File: src/rtl/lot_pkg.sv
// Shared types and default sizing for the parking-lot RAM scheduler.
// The CLR state exists only when LOT_CLEAR_EN is defined.
package lot_pkg;

    localparam int LOT_CAPACITY = 3;
    localparam int LOT_HOURS    = 8;
    localparam int LOT_DATA_W   = 8;

    typedef enum logic [2:0] {
        ST_IDLE = 3'd0,
        ST_RD   = 3'd1,
        ST_WAIT = 3'd2,
        ST_WR   = 3'd3
`ifdef LOT_CLEAR_EN
        ,
        ST_CLR  = 3'd4
`endif
    } lot_state_e;

endpackage

File: src/rtl/lot_ram_sched_req_pending.sv
// Sticky request flag: a one-cycle pulse sets it, a grant clears it.
// A new pulse landing on the grant edge wins, so it is never lost.
module req_pending (
    input  logic clock,
    input  logic reset,
    input  logic set,
    input  logic clr,
    output logic pend
);

    // Pending flag register; reset discards any coincident pulse.
    always_ff @(posedge clock) begin
        if (reset) begin
            pend <= 1'b0;
        end else if (set) begin
            pend <= 1'b1;
        end else if (clr) begin
            pend <= 1'b0;
        end
    end

endmodule

File: src/rtl/lot_ram_sched.sv
// Parking-lot occupancy tracker with a per-hour entry counter kept in an
// external synchronous RAM (read data valid one cycle after the address).
// Each accepted entry does a read-modify-write (RD -> WAIT -> WR) of the
// current hour's slot, incrementing it with saturation.
// Optional feature: define LOT_CLEAR_EN to zero the RAM after reset (CLR).
//
// Request handshake: enter_req/exit_req/hour_adv are single-cycle pulses with
// no ready; each is latched into a sticky pending flag and serviced later in
// IDLE (exit > enter > hour). Repeats while pending collapse into one request.
module lot_ram_sched
    import lot_pkg::*;
#(
    parameter int CAPACITY = LOT_CAPACITY,
    parameter int HOURS    = LOT_HOURS,
    parameter int DATA_W   = LOT_DATA_W,
    localparam int AW      = (HOURS > 1) ? $clog2(HOURS) : 1,
    localparam int OW      = $clog2(CAPACITY + 1)
) (
    input  logic              clock,
    input  logic              reset,
    input  logic              enter_req,
    input  logic              exit_req,
    input  logic              hour_adv,
    input  logic [DATA_W-1:0] ram_rdata,
    output logic [AW-1:0]     ram_addr,
    output logic [DATA_W-1:0] ram_wdata,
    output logic              ram_we,
    output logic [OW-1:0]     occupancy,
    output logic              full,
    output logic [AW-1:0]     hour,
    output logic              day_done,
    output logic              busy,
    output logic              enter_ack,
    output logic              enter_rej,
    output lot_state_e        state_dbg
);

`ifdef LOT_CLEAR_EN
    localparam lot_state_e RESET_STATE = ST_CLR;
`else
    localparam lot_state_e RESET_STATE = ST_IDLE;
`endif

    lot_state_e        state_q, state_d;
    logic [OW-1:0]     occ_q;
    logic [AW-1:0]     hour_q;
    logic              day_done_q;
    logic [DATA_W-1:0] cap_q;
    logic              rej_q;
    logic [DATA_W-1:0] inc_data;
    logic              pend_exit, pend_enter, pend_hour;
    logic              grant_exit, grant_enter, grant_hour;
`ifdef LOT_CLEAR_EN
    logic [AW-1:0]     clr_cnt_q;
`endif

    req_pending u_pend_exit (
        .clock (clock),
        .reset (reset),
        .set   (exit_req),
        .clr   (grant_exit),
        .pend  (pend_exit)
    );

    req_pending u_pend_enter (
        .clock (clock),
        .reset (reset),
        .set   (enter_req),
        .clr   (grant_enter),
        .pend  (pend_enter)
    );

    req_pending u_pend_hour (
        .clock (clock),
        .reset (reset),
        .set   (hour_adv),
        .clr   (grant_hour),
        .pend  (pend_hour)
    );

    assign full      = (occ_q == OW'(CAPACITY));
    assign occupancy = occ_q;
    assign hour      = hour_q;
    assign day_done  = day_done_q;
    assign enter_rej = rej_q;
    assign busy      = (state_q != ST_IDLE);
    assign state_dbg = state_q;
    assign inc_data  = (cap_q == {DATA_W{1'b1}}) ? cap_q : cap_q + DATA_W'(1);

    // State register.
    always_ff @(posedge clock) begin
        if (reset) begin
            state_q <= RESET_STATE;
        end else begin
            state_q <= state_d;
        end
    end

    // Next state and request arbitration; grants are only issued in IDLE.
    always_comb begin
        state_d     = state_q;
        grant_exit  = 1'b0;
        grant_enter = 1'b0;
        grant_hour  = 1'b0;
        case (state_q)
            ST_IDLE: begin
                if (pend_exit) begin
                    grant_exit = 1'b1;
                end else if (pend_enter) begin
                    grant_enter = 1'b1;
                    if (!full && !day_done_q) begin
                        state_d = ST_RD;
                    end
                end else if (pend_hour) begin
                    grant_hour = 1'b1;
                end
            end
            ST_RD:   state_d = ST_WAIT;
            ST_WAIT: state_d = ST_WR;
            ST_WR:   state_d = ST_IDLE;
`ifdef LOT_CLEAR_EN
            ST_CLR: begin
                if (clr_cnt_q == AW'(HOURS - 1)) begin
                    state_d = ST_IDLE;
                end
            end
`endif
            default: state_d = ST_IDLE;
        endcase
    end

    // RAM-side outputs decoded from the state; hour is stable across RD..WR.
    always_comb begin
        ram_addr  = '0;
        ram_wdata = '0;
        ram_we    = 1'b0;
        enter_ack = 1'b0;
        case (state_q)
            ST_RD: begin
                ram_addr = hour_q;
            end
            ST_WR: begin
                ram_addr  = hour_q;
                ram_wdata = inc_data;
                ram_we    = 1'b1;
                enter_ack = 1'b1;
            end
`ifdef LOT_CLEAR_EN
            ST_CLR: begin
                // Held in CLR during reset, but no write until reset drops.
                ram_addr = clr_cnt_q;
                ram_we   = !reset;
            end
`endif
            default: begin
            end
        endcase
    end

    // Occupancy, hour, day flag, read capture and reject pulse.
    always_ff @(posedge clock) begin
        if (reset) begin
            occ_q      <= '0;
            hour_q     <= '0;
            day_done_q <= 1'b0;
            cap_q      <= '0;
            rej_q      <= 1'b0;
        end else begin
            rej_q <= 1'b0;
            if (grant_exit && (occ_q != '0)) begin
                occ_q <= occ_q - OW'(1);
            end
            if (grant_enter) begin
                if (full || day_done_q) begin
                    rej_q <= 1'b1;
                end else begin
                    occ_q <= occ_q + OW'(1);
                end
            end
            if (grant_hour) begin
                if (hour_q == AW'(HOURS - 1)) begin
                    day_done_q <= 1'b1;
                end else begin
                    hour_q <= hour_q + AW'(1);
                end
            end
            if (state_q == ST_WAIT) begin
                cap_q <= ram_rdata;
            end
        end
    end

`ifdef LOT_CLEAR_EN
    // Clear address counter walking 0..HOURS-1 while in CLR.
    always_ff @(posedge clock) begin
        if (reset) begin
            clr_cnt_q <= '0;
        end else if (state_q == ST_CLR) begin
            clr_cnt_q <= clr_cnt_q + AW'(1);
        end
    end
`endif

endmodule

File: config.mk
export PLATFORM = sky130hd
export DESIGN_NAME = lot_ram_sched
export DESIGN_NICKNAME = d
export VERILOG_FILES = /design/src/rtl/lot_pkg.sv /design/src/rtl/lot_ram_sched_req_pending.sv /design/src/rtl/lot_ram_sched.sv
export SDC_FILE = /design/constraint.sdc
export NUM_CORES = 1
export LEC_CHECK = 0
export CAP_MARGIN = 20
export CORE_ASPECT_RATIO = 1.4
export CORE_MARGIN = 3
export CORE_UTILIZATION = 45
export CTS_BUF_LIST = sky130_fd_sc_hd__clkbuf_4 sky130_fd_sc_hd__clkbuf_8
export DETAILED_ROUTE_END_ITERATION = 8
export HOLD_SLACK_MARGIN = 0.15
export PLACE_DENSITY = 0.87
export SYNTH_ARGS = -nofsm -noshare
export SYNTH_HDL_FRONTEND = slang
export SYNTH_HIERARCHICAL = 1
export SYNTH_SLANG_ARGS = --single-unit
export TNS_END_PERCENT = 50
File: constraint.sdc
create_clock -name clock -period 4.3 [get_ports clock]
set_input_delay 1.075 -clock clock [delete_from_list [all_inputs] [get_ports clock]]
set_output_delay 1.075 -clock clock [all_outputs]
set_load 0.02 [all_outputs]
==> run metrics, run 1 <==
status=completed; Final min period=3.34 ns; hold_buf cts=0; Tcrit/Tclk final=77.6%; power share of the sequential group=41.3%; GRT Util Overall=16.4%; Leak=0.000600 uW; Worst setup SP type=register; Ys Warns=6; commonest non-fill, non-tap cell in the layout=clkdlybuf4s50_1; Synth Cell Area=0.00118 mm^2; worst min-delay path category=register to register; Logic pwr share=45.3%; IO Count=38; global-route wire length before repair=4330 um; routability cong.=0.832; drt first pass iters=4; clk slew on worst S/H paths=0.10 ns; Peak Freq=300 MHz; max-slew violations=0; clk_lat worst skew=0.29 ns; nature of the critical path endpoint=primary output; sequential-to-total area share from yosys stat=33.9%; die width=49.3 um; Synth cell types=39; Max-cap violations=0; routed vias=1112; Sw Share=38.5%; die area=0.00328 mm^2; DRC viols=0; DR WL/cell=12.7 um; TritonCTS clock tree=built; Cell Int Power=377 uW; PostCTS Resize Cnt=0; Final Net Count=196; CP Max Fanout=5; register bit total from synthesis=20; initial antenna violation count=0; H-tree depth=1; RSZ-0062 raised after global routing=no; antenna diode count=0; DP HPWL=2060 um; port bufs=36; Synth Instances=139; NetSw=236 uW; cells along the critical path=ha_1, nand2_1, nor3_4, mux2i_1, clkdlybuf4s50_1; DR iter-0 viols=27; Clk pwr share=13.5%; Least-Margin Pin Slew=0.797 ns; final setup violation count=0; CTS sink count=20; Setup Buffers After CTS=0; Setup Crit Path Kind=register to primary output; Core Footprint=0.00244 mm^2; CTS Buf Count=3; WHS=0.514 ns; Crit path largest cell delay=0.63 ns; slowest CP cell=clkdlybuf4s50_1; Setup TNS Final=0 ns; CTS Buffer Depth=2; area delta synth->final=33.4%; largest net degree at the start of global routing=22; Peak VDD IR=0.453 mV; CP arrival=2.26 ns; share of cells above drive strength 1=8.14%; Root Buffer=clkbuf_4; Avg Synthesized Cell Area=8.50 um^2; Cell Pwr Density=389 mW/mm^2; post-route ant nets=0; die height=66.6 um; worst relative slew slack=46.7%; routed vias/inst=5.40; Hold Fails Final Rpt=0; Starting Density=48.3%; cell row count=21; vias in the first global route=1025; post-synthesis net count=161; commonest non-fill, non-tap cells in the layout=clkdlybuf4s50_1 (36), dfxtp_1 (20), nor2_1 (15), inv_1 (12), mux2i_1 (10); Layout Skew=0.00742 ns; Worst Path Required=3.22 ns; grt ovf=0; Post-Route WL=2620 um
-- cells by family (layout without fill, tap and decap cells) --
family	count (synthesis)	after routing	synth area share, %
and+or+nand+nor	53	53	26.3
AOI/OAI and AO/OA	26	26	13.8
DFF	20	20	33.9
buffers and inverters	19	52	6.78
muxes	11	11	9.43
adders and majority gates	9	9	9.53
other	1	1	0.317
-- layer usage --
metal | global-route usage [%] | vias up | share of wire [%]
met5 | 0 | - | 0
met1 | 16.7 | 521 | 39
li1 | - | 548 | -
met3 | 2.01 | 4 | 4.5
met2 | 34.1 | 39 | 56
met4 | 4.63 | 0 | 0.80
-- area by class of cell --
class	instances	area (um^2)
inverters	13	48.8
well taps	34	42.5
multi-input cells	100	701
fillers	229	868
repair buffers	36	360
clock buffers	3	22.5
flip-flops and latches	20	400
-- metrics by stage --
stage | util, % | setup slack [ns] | cells | total power (uW) | instance area, um^2
3_3_place_gp | 63.5 | 1.40 | 203 | 521 | 1550
4_1_cts | 64.5 | 0.949 | 206 | 620 | 1580
5_1_grt | 64.5 | 0.868 | 206 | 657 | 1580
2_1_floorplan | - | 1.51 | 139 | 431 | 1180
3_5_place_dp | 63.5 | 1.27 | 203 | 532 | 1550
6_report | 64.5 | 0.963 | 206 | 613 | 1580
-- final timing paths --
path	end	from	slack, ns	cells past startpoint
worst max-delay path	ram_wdata[1]	cap_q[1]$_SDFFE_PP0P_	0.96	5
worst max register to register	occupancy[0]$_SDFF_PP0_	state_dbg[0]$_SDFFE_PP0P_	2.69	6
worst min register to register	u_pend_hour/pend$_SDFFE_PP0P_	u_pend_hour/pend$_SDFFE_PP0P_	0.51	2
worst min-delay path	u_pend_hour/pend$_SDFFE_PP0P_	u_pend_hour/pend$_SDFFE_PP0P_	0.51	2
-- Yosys cell counts, drive strengths merged --
cell type   n  share of area, %
dfxtp      20                34
nor2       15               4.8
inv        13               4.1
a21oi      10               5.2
mux2i      10               8.5
ha          9               9.5
o21ai       7               3.0
a31oi       5               2.6
nand2       5               1.6
nor3        5               3.1
buf         4               2.0
nand2b      4               2.1
and3        3               1.6
nand3       3               1.3
nand3b      3               1.9
nor2b       3               1.6
clkbuf      2              0.64
or3         2               1.1
a211oi      1              0.64
and2        1              0.64
and3b       1              0.85
and4        1              0.74
conb        1              0.32
mux2        1              0.95
nand4       1              0.53
nand4b      1              0.74
nand4bb     1               1.4
nor3b       1              0.64
nor4        1              0.53
nor4b       1              0.74
o21ba       1              0.85
o221ai      1              0.74
o31a        1              0.74
or2         1              0.53
-- worst max-delay path: cells and delay by family (launching register included) --
family                   cells  cell delay, ns
AND/OR/NAND/NOR              2            0.46
adder cells (fa/ha/maj)      1            0.24
buffers and inverters        1            0.63
multiplexers                 1            0.24
flip-flops                   1            0.41
-- power groups by stage --
| stage | Combinational [uW] | Sequential [uW] | Clock [uW] |
|---|---|---|---|
| after floorplan | 163 | 268 | 0 |
| after global placement | 266 | 255 | 0 |
| after detailed placement | 275 | 257 | 0 |
| after CTS | 280 | 253 | 87.2 |
| after global routing | 304 | 260 | 93.2 |
| final | 278 | 253 | 82.7 |
-- state kept, by name (all words and copies together) (netlist names) --
name,cells
u_pend_enter/pend,1
state_dbg,2
occupancy,2
u_pend_hour/pend,1
cap_q,8
enter_rej,1
u_pend_exit/pend,1
day_done,1
hour,3
Power figures use the tool's default switching activity.
==> inputs of run 2 (changes only) <==
==> constraint.sdc (replaced) <==
create_clock -name clock -period 3.4 [get_ports clock]
set_input_delay 0.85 -clock clock [delete_from_list [all_inputs] [get_ports clock]]
set_output_delay 0.85 -clock clock [all_outputs]
set_load 0.02 [all_outputs]
==> run 2 against run 1 <==
Net effect: sequential cell count unchanged; global-route usage up 1.2 points; routed wire length up 3.4%; worst setup slack worse by 0.71 ns; via count up 0.99%; first-iteration DRC count up 15%; register-to-register slack worse by 0.94 ns; worst hold slack better by 0.011 ns; combinational power up 25%; sequential share of layout area down 0.59 points; largest power group unchanged.
==> run metrics, run 2 (synthesis gave the netlist of run 1 again) <==
status=completed (unchanged); antenna diode count=0 (unchanged); commonest non-fill, non-tap cell in the layout=clkdlybuf4s50_1 (unchanged); Final min period=3.14 ns; post-route ant nets=0 (unchanged); DP HPWL=2100 um (was 2060 um); Largest Register=cap_q (unchanged); CTS Buf Count=3 (unchanged); die height=66.6 um (unchanged); Layout Skew=0.00468 ns (was 0.00742 ns); GRT Util Overall=17.7% (was 16.4%); Clk pwr share=22.5% (was 13.5%); clk_lat worst skew=0.30 ns (was 0.29 ns); Setup TNS Final=0 ns (unchanged); max-slew violations=0 (unchanged); FF-to-FF End=occupancy[0]$_SDFF_PP0_ (unchanged); area delta synth->final=36.5% (was 33.4%); Post-Route WL=2710 um (was 2620 um); Setup Crit Path Kind=register to primary output (unchanged); Leak=0.000619 uW (was 0.000600 uW); slowest CP cell=clkdlybuf4s50_1 (unchanged); Hold Crit Depth=2 (unchanged); power share of the sequential group=37.1% (was 41.3%); Hold EP=u_pend_hour/pend$_SDFFE_PP0P_ (unchanged); Starting Density=48.3% (unchanged); Tcrit/Tclk final=92.4%; Max-cap violations=0 (unchanged); R2R Setup Slk=1.75 ns (was 2.69 ns); TritonCTS clock tree=built (unchanged); die width=49.3 um (unchanged); DR WL/cell=13.0 um (was 12.7 um); die area=0.00328 mm^2 (unchanged); hold_buf cts=0 (unchanged); Peak VDD IR=0.546 mV (was 0.453 mV); share of cells above drive strength 1=9.20% (was 8.14%); CTS Buffer Depth=2 (unchanged); drt first pass iters=4 (unchanged); initial antenna violation count=0 (unchanged); Worst setup SP type=register (unchanged); DRC viols=0 (unchanged); Setup Buffers After CTS=0 (unchanged); H-tree depth=1 (unchanged); Final Net Count=197 (was 196); global-route wire length before repair=4640 um (was 4330 um); routed vias=1123 (was 1112); largest net degree at the start of global routing=15 (was 22); RSZ-0062 raised after global routing=no (unchanged); Cell Int Power=554 uW (was 377 uW); worst min-delay path category=register to register (unchanged); vias in the first global route=1095 (was 1025); CP Max Fanout=6 (was 5); NetSw=307 uW (was 236 uW); max reg flops=8 (unchanged); Cell Pwr Density=534 mW/mm^2 (was 389 mW/mm^2); Sw Share=35.7% (was 38.5%); final setup violation count=0 (unchanged); Root Buffer=clkbuf_4 (unchanged); grt ovf=0 (unchanged); nature of the critical path endpoint=primary output (unchanged); port bufs=36 (unchanged); routed vias/inst=5.40 (about the same); Final Util=66.0% (was 64.5%); CTS sink count=20 (unchanged); Hold Fails Final Rpt=0 (unchanged); IO Count=38 (unchanged); Logic pwr share=40.4% (was 45.3%); CP arrival=2.29 ns (was 2.26 ns); commonest non-fill, non-tap cells in the layout=clkdlybuf4s50_1 (36), dfxtp_1 (20), nor2_1 (15), inv_1 (12), mux2i_1 (10) (unchanged); cells along the critical path=ha_1, nand2_1, nor3_4, mux2i_1, clkdlybuf4s50_1 (unchanged); Worst Path Required=2.55 ns (was 3.22 ns); worst relative slew slack=64.7% (was 46.7%); hold_sp=u_pend_hour/pend$_SDFFE_PP0P_ (unchanged); clk slew on worst S/H paths=0.12 ns (was 0.10 ns); Peak Freq=318 MHz; DR iter-0 viols=31 (was 27); cell row count=21 (unchanged); PostCTS Resize Cnt=0 (unchanged); worst r2r path cells=6 (unchanged); Critical R2R Launch=state_dbg[0]$_SDFFE_PP0P_ (unchanged); Least-Margin Pin Slew=0.528 ns (was 0.797 ns); Core Footprint=0.00244 mm^2 (unchanged); Crit path largest cell delay=0.63 ns (about the same); routability cong.=0.845 (was 0.832)
run 2: cell count changes in the layout (fill, tap and decap cells not counted), sizes merged:
| cell | change |
|---|---|
| bufinv | +1 |
| buf | +1 |
run 2: worst max path at each step:
stage                         to  depth (start not counted)                      start  slack, ns
floorplan           ram_wdata[7]                          4  state_dbg[0]$_SDFFE_PP0P_       0.83
global placement    ram_wdata[0]                          5      cap_q[0]$_SDFFE_PP0P_       0.73
detailed placement  ram_wdata[1]                          5      cap_q[0]$_SDFFE_PP0P_       0.59
CTS                 ram_wdata[1]                          5      cap_q[0]$_SDFFE_PP0P_       0.24
global route        ram_wdata[1]                          5      cap_q[0]$_SDFFE_PP0P_        0.1
finish              ram_wdata[1]                          5      cap_q[0]$_SDFFE_PP0P_       0.26
run 2: per-layer routing:
metal,track usage (%),vias to the layer above,share of wire (%)
met5,0,-,0
met4,6.05,0,1.4
met3,4.25,8,5.6
met2,35.1,44,53
met1,17.4,519,40
li1,-,552,-
run 2: metrics by stage:
step | power, uW | cells | hold WS, ns | setup slack [ns] | cell area, um^2
after global placement | 660 | 204 | 0.485 | 0.730 | 1560
after global routing | 919 | 208 | 0.556 | 0.0999 | 1610
final | 862 | 208 | 0.525 | 0.258 | 1610
after floorplan | 545 | 139 | 0.469 | 0.832 | 1180
after detailed placement | 672 | 204 | 0.500 | 0.593 | 1560
after CTS | 867 | 208 | 0.518 | 0.243 | 1610
run 2: worst max-delay path, delay by kind of cell, from the launching register on:
kind	cells	cell delay [ns]
buffers and inverters	1	0.63
AND/OR/NAND/NOR	2	0.45
flip-flops	1	0.42
adder cells (fa/ha/maj)	1	0.25
multiplexers	1	0.24
run 2: final cells by class:
| type | instances | area, um^2 |
|---|---|---|
| Clock inverter | 1 | 30.0 |
| Fill cell | 202 | 831 |
| Tap cell | 34 | 42.5 |
| Inverter | 13 | 48.8 |
| Sequential cell | 20 | 400 |
| Timing Repair Buffer | 37 | 368 |
| Clock buffer | 3 | 22.5 |
| Multi-Input combinational cell | 100 | 701 |
run 2: power by group through the flow:
stage	combinational (uW)	clock, uW	sequential [uW]
after global placement	339	0	322
after detailed placement	347	0	325
after global routing	385	207	328
after floorplan	206	0	339
after CTS	351	197	320
final	348	194	320
